`src/rtl/i2c_slave_rx_block.sv`:
```
// I2C target-side receiver: START/STOP detection, 7-bit address match with
// ACK, and a single-entry valid/ready holding register for received bytes.
module i2c_slave_rx_block #(
    parameter int unsigned SYNC_STAGES = 2
) (
    input  logic       i2c_core_clock_i,
    input  logic       reset_bit_i,
    input  logic       enable_i,
    input  logic [6:0] slave_address_i,
    input  logic       scl_i,
    input  logic       sda_i,
    output logic       sda_low_o,
    output logic [7:0] rx_data_o,
    output logic       rx_valid_o,
    input  logic       rx_ready_i,
    output logic       start_det_o,
    output logic       stop_det_o,
    output logic       addr_match_o,
    output logic       overflow_o,
    output logic       busy_o
);

    localparam int unsigned CNT_W  = 3;
    localparam int unsigned BYTE_W = 8;

    typedef enum logic [2:0] {
        ST_IDLE,
        ST_ADDR,
        ST_ADDR_ACK,
        ST_DATA,
        ST_DATA_ACK,
        ST_IGNORE
    } state_t;

    logic [SYNC_STAGES-1:0] scl_sync;
    logic [SYNC_STAGES-1:0] sda_sync;
    logic                   scl_dly;
    logic                   sda_dly;

    logic scl_s;
    logic sda_s;
    logic scl_rise;
    logic scl_fall;
    logic sda_rise;
    logic sda_fall;
    logic start_cond;
    logic stop_cond;

    state_t              state;
    state_t              state_n;
    logic [CNT_W-1:0]    bit_cnt;
    logic [CNT_W-1:0]    bit_cnt_n;
    logic [BYTE_W-1:0]   shift;
    logic [BYTE_W-1:0]   shift_n;
    logic                byte_full;
    logic                byte_full_n;
    logic                sda_low_n;
    logic [BYTE_W-1:0]   rx_data_n;
    logic                rx_valid_n;
    logic                start_n;
    logic                stop_n;
    logic                match_n;
    logic                ovf_n;
    logic                busy_n;
    logic                space;

    // Pad synchronizers plus one delay flop per line for edge detection.
    always_ff @(posedge i2c_core_clock_i or negedge reset_bit_i) begin
        if (!reset_bit_i) begin
            scl_sync <= '1;
            sda_sync <= '1;
            scl_dly  <= 1'b1;
            sda_dly  <= 1'b1;
        end else begin
            scl_sync <= {scl_sync[SYNC_STAGES-2:0], scl_i};
            sda_sync <= {sda_sync[SYNC_STAGES-2:0], sda_i};
            scl_dly  <= scl_sync[SYNC_STAGES-1];
            sda_dly  <= sda_sync[SYNC_STAGES-1];
        end
    end

    // Line edges and bus conditions from the synchronized view.
    always_comb begin
        scl_s      = scl_sync[SYNC_STAGES-1];
        sda_s      = sda_sync[SYNC_STAGES-1];
        scl_rise   = scl_s & ~scl_dly;
        scl_fall   = ~scl_s & scl_dly;
        sda_rise   = sda_s & ~sda_dly;
        sda_fall   = ~sda_s & sda_dly;
        start_cond = sda_fall & scl_s;
        stop_cond  = sda_rise & scl_s;
    end

    // State, datapath and output registers.
    always_ff @(posedge i2c_core_clock_i or negedge reset_bit_i) begin
        if (!reset_bit_i) begin
            state        <= ST_IDLE;
            bit_cnt      <= '0;
            shift        <= '0;
            byte_full    <= 1'b0;
            sda_low_o    <= 1'b0;
            rx_data_o    <= '0;
            rx_valid_o   <= 1'b0;
            start_det_o  <= 1'b0;
            stop_det_o   <= 1'b0;
            addr_match_o <= 1'b0;
            overflow_o   <= 1'b0;
            busy_o       <= 1'b0;
        end else begin
            state        <= state_n;
            bit_cnt      <= bit_cnt_n;
            shift        <= shift_n;
            byte_full    <= byte_full_n;
            sda_low_o    <= sda_low_n;
            rx_data_o    <= rx_data_n;
            rx_valid_o   <= rx_valid_n;
            start_det_o  <= start_n;
            stop_det_o   <= stop_n;
            addr_match_o <= match_n;
            overflow_o   <= ovf_n;
            busy_o       <= busy_n;
        end
    end

    // Next-state and next-output logic; bus conditions override SCL edge work.
    always_comb begin
        state_n     = state;
        bit_cnt_n   = bit_cnt;
        shift_n     = shift;
        byte_full_n = byte_full;
        sda_low_n   = sda_low_o;
        rx_data_n   = rx_data_o;
        rx_valid_n  = rx_valid_o & ~rx_ready_i;
        start_n     = 1'b0;
        stop_n      = 1'b0;
        match_n     = 1'b0;
        ovf_n       = 1'b0;
        space       = ~rx_valid_o | rx_ready_i;

        if (!enable_i) begin
            state_n     = ST_IDLE;
            bit_cnt_n   = '0;
            byte_full_n = 1'b0;
            sda_low_n   = 1'b0;
            rx_valid_n  = rx_valid_o;
        end else if (start_cond) begin
            state_n     = ST_ADDR;
            bit_cnt_n   = '0;
            byte_full_n = 1'b0;
            sda_low_n   = 1'b0;
            start_n     = 1'b1;
        end else if (stop_cond) begin
            state_n     = ST_IDLE;
            bit_cnt_n   = '0;
            byte_full_n = 1'b0;
            sda_low_n   = 1'b0;
            stop_n      = 1'b1;
        end else begin
            case (state)
                ST_ADDR, ST_DATA: begin
                    if (scl_rise && !byte_full) begin
                        shift_n   = {shift[BYTE_W-2:0], sda_s};
                        bit_cnt_n = bit_cnt + CNT_W'(1);
                        if (bit_cnt == CNT_W'(7)) begin
                            byte_full_n = 1'b1;
                        end
                    end else if (scl_fall && byte_full) begin
                        byte_full_n = 1'b0;
                        bit_cnt_n   = '0;
                        if (state == ST_ADDR) begin
                            if (shift[7:1] == slave_address_i && !shift[0]) begin
                                state_n   = ST_ADDR_ACK;
                                sda_low_n = 1'b1;
                                match_n   = 1'b1;
                            end else begin
                                state_n   = ST_IGNORE;
                                sda_low_n = 1'b0;
                            end
                        end else begin
                            state_n = ST_DATA_ACK;
                            if (space) begin
                                rx_data_n  = shift;
                                rx_valid_n = 1'b1;
                                sda_low_n  = 1'b1;
                            end else begin
                                sda_low_n  = 1'b0;
                                ovf_n      = 1'b1;
                            end
                        end
                    end
                end
                ST_ADDR_ACK, ST_DATA_ACK: begin
                    if (scl_fall) begin
                        state_n   = ST_DATA;
                        bit_cnt_n = '0;
                        sda_low_n = 1'b0;
                    end
                end
                ST_IGNORE: begin
                    sda_low_n = 1'b0;
                end
                default: begin
                    sda_low_n = 1'b0;
                end
            endcase
        end

        busy_n = (state_n != ST_IDLE);
    end

endmodule

```
`config.mk`:
```
export PLATFORM = sky130hd
export DESIGN_NAME = i2c_slave_rx_block
export DESIGN_NICKNAME = d
export VERILOG_FILES = /design/src/rtl/i2c_slave_rx_block.sv
export SDC_FILE = /design/constraint.sdc
export NUM_CORES = 1
export LEC_CHECK = 0
export ABC_CLOCK_PERIOD_IN_PS = 3600
export BUFFER_PORTS_ARGS = -buffer_cell sky130_fd_sc_hd__clkbuf_2
export CAP_MARGIN = 20
export CELL_PAD_IN_SITES_DETAIL_PLACEMENT = 0
export CELL_PAD_IN_SITES_GLOBAL_PLACEMENT = 1
export CORE_ASPECT_RATIO = 0.9
export CORE_MARGIN = 5
export CORE_UTILIZATION = 47
export CTS_BUF_LIST = sky130_fd_sc_hd__clkbuf_16
export DETAILED_ROUTE_END_ITERATION = 8
export PLACE_DENSITY = 0.83
export SYNTH_ARGS = -nofsm -noshare
export SYNTH_HDL_FRONTEND = slang
export SYNTH_SLANG_ARGS = --single-unit
```
`constraint.sdc`:
```
create_clock -name i2c_core_clock_i -period 3.6 [get_ports i2c_core_clock_i]
set_input_delay 0.72 -clock i2c_core_clock_i [delete_from_list [all_inputs] [get_ports i2c_core_clock_i]]
set_output_delay 0.72 -clock i2c_core_clock_i [all_outputs]
set_load 0.01 [all_outputs]
```
==> results.ini <==
[worst_setup_path]
r2r_setup_slack_ps=1510
critical_path_peak_fanout=11
critPathSlowestCell=sky130_fd_sc_hd__dfstp_2
setup.worst_path.start_class=flip-flop
setup.worst_path.class=flip-flop to flip-flop
worstReg2RegEnd=shift[6]
worst_path_buf_inv=0
delay_of_the_slowest_cell_on_the_worst_path_ps=610
endpoint_kind=flip-flop
worstPathCellList=nor3b_1 > nand3_1 > mux2_2
worst-endpoint-required_ps=3760
origin_of_the_worst_setup_path=scl_sync[1]
reg2reg_from=scl_sync[1]
crit_arrival_ps=2250
worst_path_dominant_cell_family=simple AND/OR/NAND/NOR gates
r2r.worst_path.cells=3

[layout]
flow.area_growth_from_synthesis_pct=19.6
register_area_um2=908
antenna-diode-count=0
layout-drive-gt1-share=0.356
layout.filler_cells=292
multi_input_area_um2=653
final_net_count=177

[yosys]
asyncSetResetFlopFracSynth=1.00
synth_fp_nets=148
synthDistinctLibCells=37
synth-main-ff-cell=sky130_fd_sc_hd__dfrtp_1
netlist_instances=133
ys_seq_elements=36
post_synthesis_average_cell_area_um2=12.1
yosys_warnings=0
synth_area_um2=1610
post_synth_edffs=0
synth_seq_area_share=0.563

[run]
timing.max_cap.violations=0

[timing]
timing.final.ws_setup_ps=1510
fin_crit_sh=0.580
timing.final.hold_violations=0
report.final.setup_viol=0
slew_headroom=0.420
unrepaired_setup_endpoints_after_global_routing=false
setup_tns_ps=0
final.min_clock_period_ps=2090
worst-slew-pin-transition_ps=870
maxSlewViolCount=0
achievable-frequency_ghz=0.479
final.setup_skew_ps=2.01

[global_routing]
grt_use_total=0.154
grt_overflow_total=0
via_count_of_the_first_global_routing_pass=1165
number_of_antenna_violations_at_the_first_check_in_global_routing=0
grt_start_max_net_pins=37
global_route_wire_length_before_repair_um=5480

[place]
dp.final_hpwl_um=2280
dp_worst_setup_slack_ps=1390
globalplace.congestion=0.909
port-buffer-count=27

[route]
initialDrtViolationCount=57
top_layer=met4
vias=1133
route.detailed.drc=0
wl_met2_um=1470
routed_wire_length_per_instance_um=15.5
wirelength_met1_um=1330
routed-wl-met3_um=307
route.detailed.vias_per_inst=5.47
firstDrtPassIters=4
drt-total-wl_um=3210
ant_nets=0

[cts]
clkLatencyLatePin_ps=270
cts-htree-levels=2
number_of_setup_buffers_added_after_cts=0
tritoncts=built
cts.sinks=36
cts.clk_slew.worst_paths_ps=50
cts_inserted_buffers=5
cts_root_buffer=sky130_fd_sc_hd__clkbuf_16
count_of_hold_buffers_inserted_by_post_cts_repair=0
clock_path_buffers=2
ctsResizeCount=0

[hold_path]
worstHoldEndpoint=sda_sync[1]
worstHoldStart=sda_sync[0]
worstHoldPathCells=0
min_path_type=flip-flop to flip-flop

[power]
vdd_drop_max_mv=0.308
static-leakage-power_nw=0.996
power_density_nw_per_um2=495

[die]
initial_utilization=0.481
floorplan.die_area_um2=4710
design.core.area_um2=3350
rows=20
die_y_um=65.6
fp.dieW_um=71.8
floorplan.io_pins=28

[run_status]
outcome=finished, final reports clean

-- cell usage after synthesis (all sizes together), types with 2 or more instances --
library cell	number	area share
inv	4	0.0093
dfstp	6	0.098
nor4	2	0.0078
xor2	8	0.043
mux2	17	0.12
nor3b	3	0.014
clkbuf	2	0.0047
nand3	4	0.012
nor2	3	0.0070
and2	2	0.0078
a21boi	2	0.0093
dfrtp	30	0.47
and3	2	0.0078
nand2b	2	0.0078
a22o	2	0.011
o21ai	6	0.019
nand2	12	0.028
buf	3	0.019
a21oi	6	0.021
ha	2	0.016
-- registers in the layout, summed over array words and instances, names as in the netlist, 2 cells and up --
register	flops
sda_sync	2
shift	8
bit_cnt	3
state	3
rx_data_o	8
scl_sync	2
-- power by group --
group	total, W	leakage [nW]	internal (W)	switching [W]
registers	0.000431	0.479	0.000419	0.0000126
clock network	0.000473	0.0850	0.000322	0.000151
logic	0.0000512	0.432	0.0000212	0.0000299
total	0.000956	0.996	0.000762	0.000194
-- cell families (layout without fill, tap and decap cells) --
kind of cell	after synthesis	count (layout)	synth area share
buf+inv	9	39	0.0326
simple gates	36	36	0.120
mux	17	17	0.119
fa+ha+maj	2	2	0.0155
compound gates	25	25	0.107
xor+xnor	8	8	0.0434
flops	36	36	0.563
-- per-layer routing --
layer,global-route usage,vias up
met4,0.0845,0
met2,0.231,52
li1,-,535
met5,0,-
met1,0.191,535
met3,0.0566,11
-- stage by stage --
stage	std cells	util	total power, W	hold slack [ps]	cell area [um^2]
2_1_floorplan	133	-	0.000465	345	1610
3_3_place_gp	199	0.527	0.000488	346	1770
3_5_place_dp	199	0.527	0.000490	347	1770
4_1_cts	207	0.576	0.000966	355	1930
5_1_grt	207	0.576	0.000992	361	1930
6_report	207	0.576	0.000956	354	1930
-- cell usage in the layout (no fill, tap or decap), types with 3 or more instances in the layout --
master	netlist	routed
sky130_fd_sc_hd__xor2_1	8	8
sky130_fd_sc_hd__nand2_1	12	12
sky130_fd_sc_hd__clkbuf_2	0	27
sky130_fd_sc_hd__nor3b_1	3	3
sky130_fd_sc_hd__o21ai_0	6	6
sky130_fd_sc_hd__dfstp_2	6	6
sky130_fd_sc_hd__nand3_1	4	4
sky130_fd_sc_hd__clkbuf_16	0	5
sky130_fd_sc_hd__inv_1	4	5
sky130_fd_sc_hd__dfrtp_1	30	30
sky130_fd_sc_hd__nor2_1	3	3
sky130_fd_sc_hd__a21oi_1	5	5
sky130_fd_sc_hd__mux2_2	17	17
-- cell type report --
cell class | instances | share of cell area
inverter | 4 | 0.00778
clock inverter | 3 | 0.0201
timing repair buffer | 27 | 0.0700
multi-input combinational | 88 | 0.338
clock buffer | 5 | 0.0648
tap | 44 | 0.0285
sequential | 36 | 0.471
-- how the worst max path moves through the flow --
stage               endpoint  slack [ps]  cells after the start
finish              shift[6]        1510                      3
global route        shift[1]        1430                      3
CTS                 shift[6]        1500                      3
detailed placement    busy_o        1390                      6
global placement      busy_o        1420                      6
floorplan             busy_o        1610                      5
Power figures use the tool's default switching activity.
